File: src/rtl/tinyml_cam_pkg.sv
// rtl/tinyml_cam_pkg.sv - shared encodings for the TinyML camera colour-conversion blocks
package tinyml_cam_pkg;

  typedef enum logic [1:0] {
    GRAY2RGB_REPL = 2'd0,
    GRAY2RGB_HEAT = 2'd1,
    GRAY2RGB_INV  = 2'd2
  } gray2rgb_sel_e;

  // Heatmap segments, indexed by the two gray MSBs (cold to hot).
  localparam logic [1:0] HEAT_SEG_BLUE_CYAN    = 2'd0;
  localparam logic [1:0] HEAT_SEG_CYAN_GREEN   = 2'd1;
  localparam logic [1:0] HEAT_SEG_GREEN_YELLOW = 2'd2;
  localparam logic [1:0] HEAT_SEG_YELLOW_RED   = 2'd3;

  // Encoding 3 is unused by software and behaves as plain replication.
  function automatic gray2rgb_sel_e gray2rgb_decode(input logic [1:0] mode);
    gray2rgb_sel_e sel;
    case (mode)
      2'd1:    sel = GRAY2RGB_HEAT;
      2'd2:    sel = GRAY2RGB_INV;
      default: sel = GRAY2RGB_REPL;
    endcase
    return sel;
  endfunction

endpackage

File: src/rtl/gray2rgb_1PPC.sv
// rtl/gray2rgb_1PPC.sv - combinational gray-to-RGB mapping for one pixel lane
module gray2rgb_1PPC
  import tinyml_cam_pkg::*;
#(
  parameter int DATA_WIDTH = 8
) (
  input  logic [DATA_WIDTH-1:0] gray_i,
  input  gray2rgb_sel_e         sel_i,
  output logic [DATA_WIDTH-1:0] red_o,
  output logic [DATA_WIDTH-1:0] green_o,
  output logic [DATA_WIDTH-1:0] blue_o
);

  localparam logic [DATA_WIDTH-1:0] MAX = '1;

  logic [1:0]            seg;
  logic [DATA_WIDTH-1:0] f4;

  // Lower bits scaled x4 give the ramp position inside the current segment.
  assign seg = gray_i[DATA_WIDTH-1 -: 2];
  assign f4  = {gray_i[DATA_WIDTH-3:0], 2'b00};

  always_comb begin
    red_o   = gray_i;
    green_o = gray_i;
    blue_o  = gray_i;
    case (sel_i)
      GRAY2RGB_INV: begin
        red_o   = ~gray_i;
        green_o = ~gray_i;
        blue_o  = ~gray_i;
      end
      GRAY2RGB_HEAT: begin
        case (seg)
          HEAT_SEG_BLUE_CYAN: begin
            red_o   = '0;
            green_o = f4;
            blue_o  = MAX;
          end
          HEAT_SEG_CYAN_GREEN: begin
            red_o   = '0;
            green_o = MAX;
            blue_o  = MAX - f4;
          end
          HEAT_SEG_GREEN_YELLOW: begin
            red_o   = f4;
            green_o = MAX;
            blue_o  = '0;
          end
          default: begin
            red_o   = MAX;
            green_o = MAX - f4;
            blue_o  = '0;
          end
        endcase
      end
      default: ;
    endcase
  end

endmodule

File: src/rtl/tinyml_cam_gray2rgb_stream.sv
// rtl/tinyml_cam_gray2rgb_stream.sv - 2-stage gray-to-RGB stream expander with frame mode latch
module tinyml_cam_gray2rgb_stream
  import tinyml_cam_pkg::*;
#(
  parameter int DATA_WIDTH = 8,
  parameter int PPC        = 2,
  parameter int H_PIXELS   = 640
) (
  input  logic                        clk,
  input  logic                        rst_n,
  input  logic [1:0]                  mode,
  input  logic                        s_valid,
  output logic                        s_ready,
  input  logic [PPC*DATA_WIDTH-1:0]   s_gray,
  input  logic                        s_sof,
  input  logic                        s_eol,
  output logic                        m_valid,
  input  logic                        m_ready,
  output logic [PPC*DATA_WIDTH-1:0]   m_red,
  output logic [PPC*DATA_WIDTH-1:0]   m_green,
  output logic [PPC*DATA_WIDTH-1:0]   m_blue,
  output logic                        m_sof,
  output logic                        m_eol,
  output logic                        line_err
);

  localparam int BW    = PPC * DATA_WIDTH;
  localparam int BEATS = H_PIXELS / PPC;
  localparam int COL_W = (BEATS > 1) ? $clog2(BEATS) : 1;
  localparam logic [COL_W-1:0] COL_LAST = COL_W'(BEATS - 1);

  logic          v1_q, v1_d;
  logic [BW-1:0] gray1_q, gray1_d;
  logic          sof1_q, sof1_d;
  logic          eol1_q, eol1_d;
  gray2rgb_sel_e sel1_q, sel1_d;

  logic          v2_q, v2_d;
  logic [BW-1:0] red2_q, red2_d;
  logic [BW-1:0] green2_q, green2_d;
  logic [BW-1:0] blue2_q, blue2_d;
  logic          sof2_q, sof2_d;
  logic          eol2_q, eol2_d;

  logic [1:0]       mode_q, mode_d;
  logic [COL_W-1:0] col_q, col_d;
  logic             line_err_q, line_err_d;

  logic             load2;
  logic             accept;
  gray2rgb_sel_e    sel_in;
  logic [COL_W-1:0] col_cur;
  logic             err_set;
  logic [BW-1:0]    red_c, green_c, blue_c;

  assign load2   = !v2_q || m_ready;
  assign s_ready = !v1_q || load2;
  assign accept  = s_valid && s_ready;

  // The SOF beat already uses the mode it latches.
  assign sel_in  = gray2rgb_decode(s_sof ? mode : mode_q);

  assign col_cur = s_sof ? '0 : col_q;
  assign err_set = s_eol ? (col_cur != COL_LAST) : (col_cur == COL_LAST);

  for (genvar i = 0; i < PPC; i++) begin : g_lane
    gray2rgb_1PPC #(
      .DATA_WIDTH(DATA_WIDTH)
    ) u_lane (
      .gray_i (gray1_q[i*DATA_WIDTH +: DATA_WIDTH]),
      .sel_i  (sel1_q),
      .red_o  (red_c[i*DATA_WIDTH +: DATA_WIDTH]),
      .green_o(green_c[i*DATA_WIDTH +: DATA_WIDTH]),
      .blue_o (blue_c[i*DATA_WIDTH +: DATA_WIDTH])
    );
  end

  always_comb begin
    v1_d       = v1_q;
    gray1_d    = gray1_q;
    sof1_d     = sof1_q;
    eol1_d     = eol1_q;
    sel1_d     = sel1_q;
    v2_d       = v2_q;
    red2_d     = red2_q;
    green2_d   = green2_q;
    blue2_d    = blue2_q;
    sof2_d     = sof2_q;
    eol2_d     = eol2_q;
    mode_d     = mode_q;
    col_d      = col_q;
    line_err_d = line_err_q;

    if (s_ready) begin
      v1_d = s_valid;
    end
    if (accept) begin
      gray1_d = s_gray;
      sof1_d  = s_sof;
      eol1_d  = s_eol;
      sel1_d  = sel_in;
      if (s_sof) begin
        mode_d = mode;
      end
      // SOF clears the sticky flag, but its own length check still applies.
      line_err_d = ((s_sof) ? 1'b0 : line_err_q) | err_set;
      col_d      = (s_eol || (col_cur == COL_LAST)) ? '0 : col_cur + COL_W'(1);
    end

    if (load2) begin
      v2_d = v1_q;
      if (v1_q) begin
        red2_d   = red_c;
        green2_d = green_c;
        blue2_d  = blue_c;
        sof2_d   = sof1_q;
        eol2_d   = eol1_q;
      end
    end
  end

  always_ff @(posedge clk or negedge rst_n) begin
    if (!rst_n) begin
      v1_q       <= 1'b0;
      gray1_q    <= '0;
      sof1_q     <= 1'b0;
      eol1_q     <= 1'b0;
      sel1_q     <= GRAY2RGB_REPL;
      v2_q       <= 1'b0;
      red2_q     <= '0;
      green2_q   <= '0;
      blue2_q    <= '0;
      sof2_q     <= 1'b0;
      eol2_q     <= 1'b0;
      mode_q     <= 2'd0;
      col_q      <= '0;
      line_err_q <= 1'b0;
    end else begin
      v1_q       <= v1_d;
      gray1_q    <= gray1_d;
      sof1_q     <= sof1_d;
      eol1_q     <= eol1_d;
      sel1_q     <= sel1_d;
      v2_q       <= v2_d;
      red2_q     <= red2_d;
      green2_q   <= green2_d;
      blue2_q    <= blue2_d;
      sof2_q     <= sof2_d;
      eol2_q     <= eol2_d;
      mode_q     <= mode_d;
      col_q      <= col_d;
      line_err_q <= line_err_d;
    end
  end

  assign m_valid  = v2_q;
  assign m_red    = red2_q;
  assign m_green  = green2_q;
  assign m_blue   = blue2_q;
  assign m_sof    = sof2_q;
  assign m_eol    = eol2_q;
  assign line_err = line_err_q;

endmodule

File: config.mk
export PLATFORM = sky130hd
export DESIGN_NAME = tinyml_cam_gray2rgb_stream
export DESIGN_NICKNAME = d
export VERILOG_FILES = /design/src/rtl/tinyml_cam_pkg.sv /design/src/rtl/gray2rgb_1PPC.sv /design/src/rtl/tinyml_cam_gray2rgb_stream.sv
export SDC_FILE = /design/constraint.sdc
export NUM_CORES = 1
export LEC_CHECK = 0
export BUFFER_PORTS_ARGS = -buffer_cell sky130_fd_sc_hd__buf_2
export CELL_PAD_IN_SITES_DETAIL_PLACEMENT = 1
export CELL_PAD_IN_SITES_GLOBAL_PLACEMENT = 2
export CORE_MARGIN = 3
export CORE_UTILIZATION = 37
export CTS_CLUSTER_SIZE = 20
export DETAILED_ROUTE_END_ITERATION = 10
export PLACE_DENSITY_LB_ADDON = 0.1
export SLEW_MARGIN = 20
export SYNTH_ARGS = -nofsm -noshare
export SYNTH_HDL_FRONTEND = slang
export SYNTH_SLANG_ARGS = --single-unit
File: constraint.sdc
create_clock -name clk -period 6.35 [get_ports clk]
set_input_delay 0.635 -clock clk [delete_from_list [all_inputs] [get_ports clk]]
set_output_delay 0.635 -clock clk [all_outputs]
set_load 0.05 [all_outputs]
==> reports/qor.txt, run 1 <==
CP Capture Type -> register
Leak -> 0.00246 uW
Int Pwr -> 1200 uW
Peak Freq -> 0.362 GHz
Post-layout net count -> 621
CTS sink cnt -> 84
Clock group share of total power -> 23.0%
WP depth -> 11
Starting Density -> 38.3%
Initial antenna violation count -> 0
Row count -> 40
Outcome -> complete, no violations
Reg2reg setup slack -> 3590 ps
Fin. max-slew vios -> 0
Ys async rst share -> 100%
Clock buffer count from CTS -> 9
Routability Congestion -> 0.845
Slowest CP cell -> or4b_1
Routed Antenna Nets -> 0
Share of cells above drive strength 1 -> 17.6%
Wire length of the first global-routing pass -> 21,900 um
Max incr delay on CP -> 510 ps
Met3 GRT Util -> 3.44%
Setup TNS Final -> 0 ps
M1 GR Usage -> 25.0%
Vias in the first global route -> 4,290
Total wire length -> 12,800 um
Worst path arrival time -> 2990 ps
Post-CTS setup buffer count -> 0
Root Driver -> clkbuf_16
DP HPWL -> 8930 um
Setup ws final -> 3590 ps
Synth area leaders -> dfrtp_1 45%, nand2_1 7.6%, o21ai_0 4.6%
Slew HR -> 49.8%
Gate power share -> 43.0%
Critical path class -> input pin to register
Pin count of the biggest net entering global routing -> 60
Path depth of the worst reg2reg path -> 10
Critical path startpoint category -> input pin
TritonRoute pass-1 iters -> 4
Largest area contributor in the netlist -> dfrtp_1
Core Footprint -> 0.0122 sq mm
Pre-CTS worst setup slack -> 3180 ps
Total global-route track usage -> 19.1%
Final Hold Viols -> 0
Count of cell types in the netlist -> 44
EDFF count, synth -> 0
Sequential power share -> 34.0%
Synthesis-to-layout area growth -> 15.8%
Worst path most repeated cell -> ha_1
Final setup vio count -> 0
CP Launch Point -> s_sof
Skew final -> 5.92 ps
Die area -> 0.0140 sq mm
Resized Gates After CTS -> 0
Tightest Hold Check Type -> input pin to async pin
Via count -> 4,004
Mapped Nets -> 568
Die Y -> 118 um
Minimum clock period -> 2760 ps
Maximum fanout along the worst path -> 9
Number of diodes -> 0
Maximum vdd ir drop -> 0.224 mV
CTS tree -> done
Mapped Cells -> 528
Worst Tran Pin Value -> 748 ps
Clock Latency Late Sink -> 350 ps
Max-cap violations -> 0
Die width -> 118 um
FILL cells -> 1,466
Crit-path cells -> buf_2 > nor2b_1 > ha_1 > and3_1 > nand3_2 > or4b_1 > ha_1 > nand2b_1 > a41oi_1 > o21ai_0 > o31ai_1
FF-to-FF End -> col_q[8]
WP buf/inv -> 1
Yosys top cell area share -> 45.1%
Most used DFF post-synth -> dfrtp_1
Worst Setup EP -> col_q[8]
IO Count -> 77
Switching power -> 1020 uW
Pwr dens -> 412 mW/mm^2
I/O Buffers -> 76
Most used routing layer -> met2
Yosys warning count -> 0
CTS HTree Levels -> 3
Wire length per cell -> 16.9 um
WP data required -> 6580 ps
Worst r2r src -> col_q[0]
Unrepaired setup endpoints after global routing -> no
DRC Markers -> 0
Syn Area/Cell -> 8.82 sq um
Vias per inst -> 5.31
Clock buffer depth -> 2
Total gr overflow -> 0
Met2 Resource Use GR -> 32.1%
Switching share of total power -> 46.0%
Fin crit share -> 43.5%
Reg clk slew, reported paths -> 60 ps
Initial DRC Count -> 161
Seq/Total Area, Yosys -> 45.1%
Most common cell after layout, fill and taps aside -> nand2_1
Top Family by Delay on Critical Path -> simple AND/OR/NAND/NOR gates
FF+latch count, synth -> 84
Mapped cell area -> 0.00466 sq mm
Number of hold buffers added after cts -> 0
Most frequent cells in the layout -> 93 x nand2_1, 84 x dfrtp_1, 75 x buf_2
[area by class of cell]
class                           count  area (sq um)  share of cell area, %
Clock inverter                      3          21.3                  0.394
Tap cell                          168           210                   3.90
Inverter                            9          33.8                  0.626
Timing Repair Buffer               82           428                   7.93
Clock buffer                       13           260                   4.82
Multi-Input combinational cell    395          2340                   43.4
Sequential cell                    84          2100                   39.0
[state kept, by name (all words and copies together) (netlist names), 2 cells and up]
name     count
m_red       16
mode_q       2
col_q        9
sel1_q       2
m_green     16
gray1_q     16
m_blue      16
[stage by stage]
step / instance area [sq um] / std cells / hold WS [ps] / utilization, % / total power, uW
6_report: 5400 / 754 / 195 / 44.4 / 2220
5_1_grt: 5400 / 754 / 231 / 44.4 / 2360
3_5_place_dp: 5110 / 738 / 463 / 42.0 / 1730
3_3_place_gp: 5110 / 738 / 459 / 42.0 / 1720
2_1_floorplan: 4660 / 528 / 339 / - / 1490
4_1_cts: 5390 / 754 / 209 / 44.4 / 2250
[worst min-delay path by stage]
stage / startpoint / endpoint / cells after the start
2_1_floorplan: rst_n / col_q[0] / 0
3_3_place_gp: m_sof / m_sof / 2
4_1_cts: rst_n / m_green[12] / 1
5_1_grt: rst_n / m_green[12] / 1
6_report: rst_n / m_green[12] / 1
3_5_place_dp: m_eol / m_eol / 2
[cell families after synthesis]
| logic type | after synthesis | synth area share, % |
|---|---|---|
| adders and majority gates | 16 | 4.30 |
| DFF | 84 | 45.1 |
| muxes | 3 | 0.698 |
| and+or+nand+nor | 204 | 21.1 |
| AOI/OAI and AO/OA | 171 | 23.9 |
| xor gates and xnor gates | 1 | 0.188 |
| buffers and inverters | 49 | 4.67 |
[cells in the mapped netlist (3+ instances only)]
library cell / count
nand2b_1: 10
clkbuf_1: 14
nor3b_1: 4
o21a_1: 21
and3_1: 3
nand3_1: 5
o21bai_1: 7
a31oi_1: 16
ha_1: 16
dfrtp_1: 84
a21o_1: 5
a211o_1: 7
a211oi_1: 5
a2111oi_0: 15
nand2_1: 94
o31ai_1: 4
inv_1: 9
o211ai_1: 14
nor2b_1: 25
and2_1: 10
nor3_1: 17
nor2_1: 23
o21ai_0: 43
a21oi_1: 29
buf_2: 24
[metal layers]
layer / share of wire (%) / wire, um
met2: 49 / 6200
met3: 3.1 / 397
met5: 0 / 0
met1: 47 / 5950
met4: 1.7 / 220
[power groups by stage]
stage / Sequential, uW / Combinational (uW) / Clock, uW
2_1_floorplan: 1140 / 352 / 0
3_3_place_gp: 763 / 952 / 0
3_5_place_dp: 769 / 965 / 0
4_1_cts: 760 / 968 / 522
5_1_grt: 778 / 1030 / 544
6_report: 756 / 956 / 511
Note: power is estimated with default switching activity, not from simulation.
==> inputs of run 2 (changes only) <==
Settings changed: CORE_UTILIZATION 37 to 34.
Clock period 6.35 ns to 2.75 ns, I/O delays scaled along.
==> reports/qor.txt, run 2 (synthesized netlist as in run 1, its figures left out) <==
Gate power share -> 41.9%
Unrepaired setup endpoints after global routing -> no
Vias in the first global route -> 4,265
Most frequent cells in the layout -> 94 x nand2_1, 84 x dfrtp_1, 75 x buf_2
Sequential power share -> 32.9%
Minimum clock period -> 2510 ps
Pre-CTS worst setup slack -> 152 ps
Fin. max-slew vios -> 0
Max Used Layer -> met4
CTS HTree Levels -> 3
Clock buffer count from CTS -> 9
Wire length per cell -> 17.2 um
WHS Path Cells -> 3
CTS sink cnt -> 84
Max-cap violations -> 0
Critical path startpoint category -> register
Non-Filler Instances -> 772
DP HPWL -> 9290 um
Peak Freq -> 0.398 GHz
Total global-route track usage -> 18.5%
Die width -> 123 um
Reg2reg setup slack -> 240 ps
Reg clk slew, reported paths -> 70 ps
CP Capture Type -> register
Number of diodes -> 0
Slew HR -> 48.8%
Tightest Hold Check Type -> input pin to register
Skew final -> 7.45 ps
Fin crit share -> 91.3%
CTS tree -> done
Post-layout net count -> 631
Total gr overflow -> 0
Outcome -> complete, no violations
Int Pwr -> 2950 uW
Initial DRC Count -> 110
Pwr dens -> 962 mW/mm^2
Die Y -> 123 um
Root Driver -> clkbuf_16
Critical path class -> register to register
Wire length of the first global-routing pass -> 21,800 um
I/O Buffers -> 76
WHS Endpoint -> gray1_q[4]
Pin count of the biggest net entering global routing -> 50
Synthesis-to-layout area growth -> 19.0%
Core Footprint -> 0.0133 sq mm
WL met1 -> 6000 um
Clock buffer depth -> 2
TritonRoute pass-1 iters -> 4
Leak -> 0.00253 uW
Routability Congestion -> 0.829
Setup ws final -> 240 ps
Via count -> 4,082
WP data required -> 2980 ps
Row count -> 42
Final setup vio count -> 0
Switching power -> 2380 uW
FILL cells -> 1,587
Worst path arrival time -> 2740 ps
Hold_sp -> s_gray[4]
IO Count -> 77
Final Hold Viols -> 0
Clock Latency Late Sink -> 350 ps
Worst r2r src -> col_q[0]
Placed Cells -> 755
Setup TNS Final -> 0 ps
Initial antenna violation count -> 0
Share of cells above drive strength 1 -> 19.1%
Most common cell after layout, fill and taps aside -> nand2_1
DRC Markers -> 0
Switching share of total power -> 44.7%
DR WL met2 -> 6680 um
Maximum vdd ir drop -> 0.449 mV
Maximum fanout along the worst path -> 7
Starting Density -> 35.0%
FF-to-FF End -> col_q[6]
Path depth of the worst reg2reg path -> 10
Worst Tran Pin Value -> 762 ps
Vias per inst -> 5.29
Routed Antenna Nets -> 0
Routed wire length on met3 -> 420 um
Total wire length -> 13,300 um
Die area -> 0.0151 sq mm
Clock group share of total power -> 25.2%
## run 2: repair_timing
item / CTS / global route
hold buffers: 1 / 0
endpoints found under the setup margin: 0 / 5
hold endpoints to repair: 44 / 0
buffers inserted: 0 / 0
gates resized for setup: 0 / 1
## run 2: metrics by stage
step / hold slack (ps) / total power [uW] / utilization, % / instance area, sq um
floorplan: -20.6 / 3440 / - / 4660
global placement: 358 / 4000 / 39.1 / 5200
detailed placement: 363 / 4030 / 39.1 / 5200
CTS: 107 / 5410 / 41.7 / 5540
global route: 132 / 5670 / 41.7 / 5540
finish: 113 / 5330 / 41.7 / 5540
## run 2: critical path, stage by stage (launching register included)
cell and delay (ps):
dfrtp_1 420, nor2b_1 210, ha_1 220, and3_1 210, nand3_2 90, or4b_1 510
ha_1 230, nand2b_2 140, a31oi_1 50, o21ai_0 190, o31ai_1 110
## run 2: how the worst max path moves through the flow
| stage | to | startpoint | slack [ps] | cells past startpoint |
|---|---|---|---|---|
| 3_3_place_gp | col_q[7] | col_q[0] | 290 | 10 |
| 6_report | col_q[6] | col_q[0] | 240 | 10 |
| 4_1_cts | col_q[6] | col_q[0] | 150 | 10 |
| 5_1_grt | col_q[6] | col_q[0] | 20 | 10 |
| 2_1_floorplan | col_q[8] | s_sof | 290 | 12 |
| 3_5_place_dp | col_q[6] | col_q[0] | 150 | 10 |
## run 2: layout make-up
class                      count  area, sq um  area share [%]
clock inverter                 6         87.6            1.58
inverter                       9         33.8           0.610
timing repair buffer          92          518            9.35
sequential                    84         2100            37.9
clock buffer                  10          239            4.31
multi-input combinational    395         2340            42.2
tap                          176          220            3.97
## run 2: per-layer routing
layer  up-vias  global-route usage, %
met5         -                      0
met4         0                   6.44
met3        13                   2.74
met2        60                   32.5
met1      2016                   23.3
li1       1993                      -
## run 2: power by group through the flow
stage          clock, uW  sequential [uW]  combinational, uW
3_3_place_gp           0             1770               2230
6_report            1350             1750               2230
4_1_cts             1380             1760               2270
5_1_grt             1440             1800               2430
3_5_place_dp           0             1780               2250
2_1_floorplan          0             2630                812
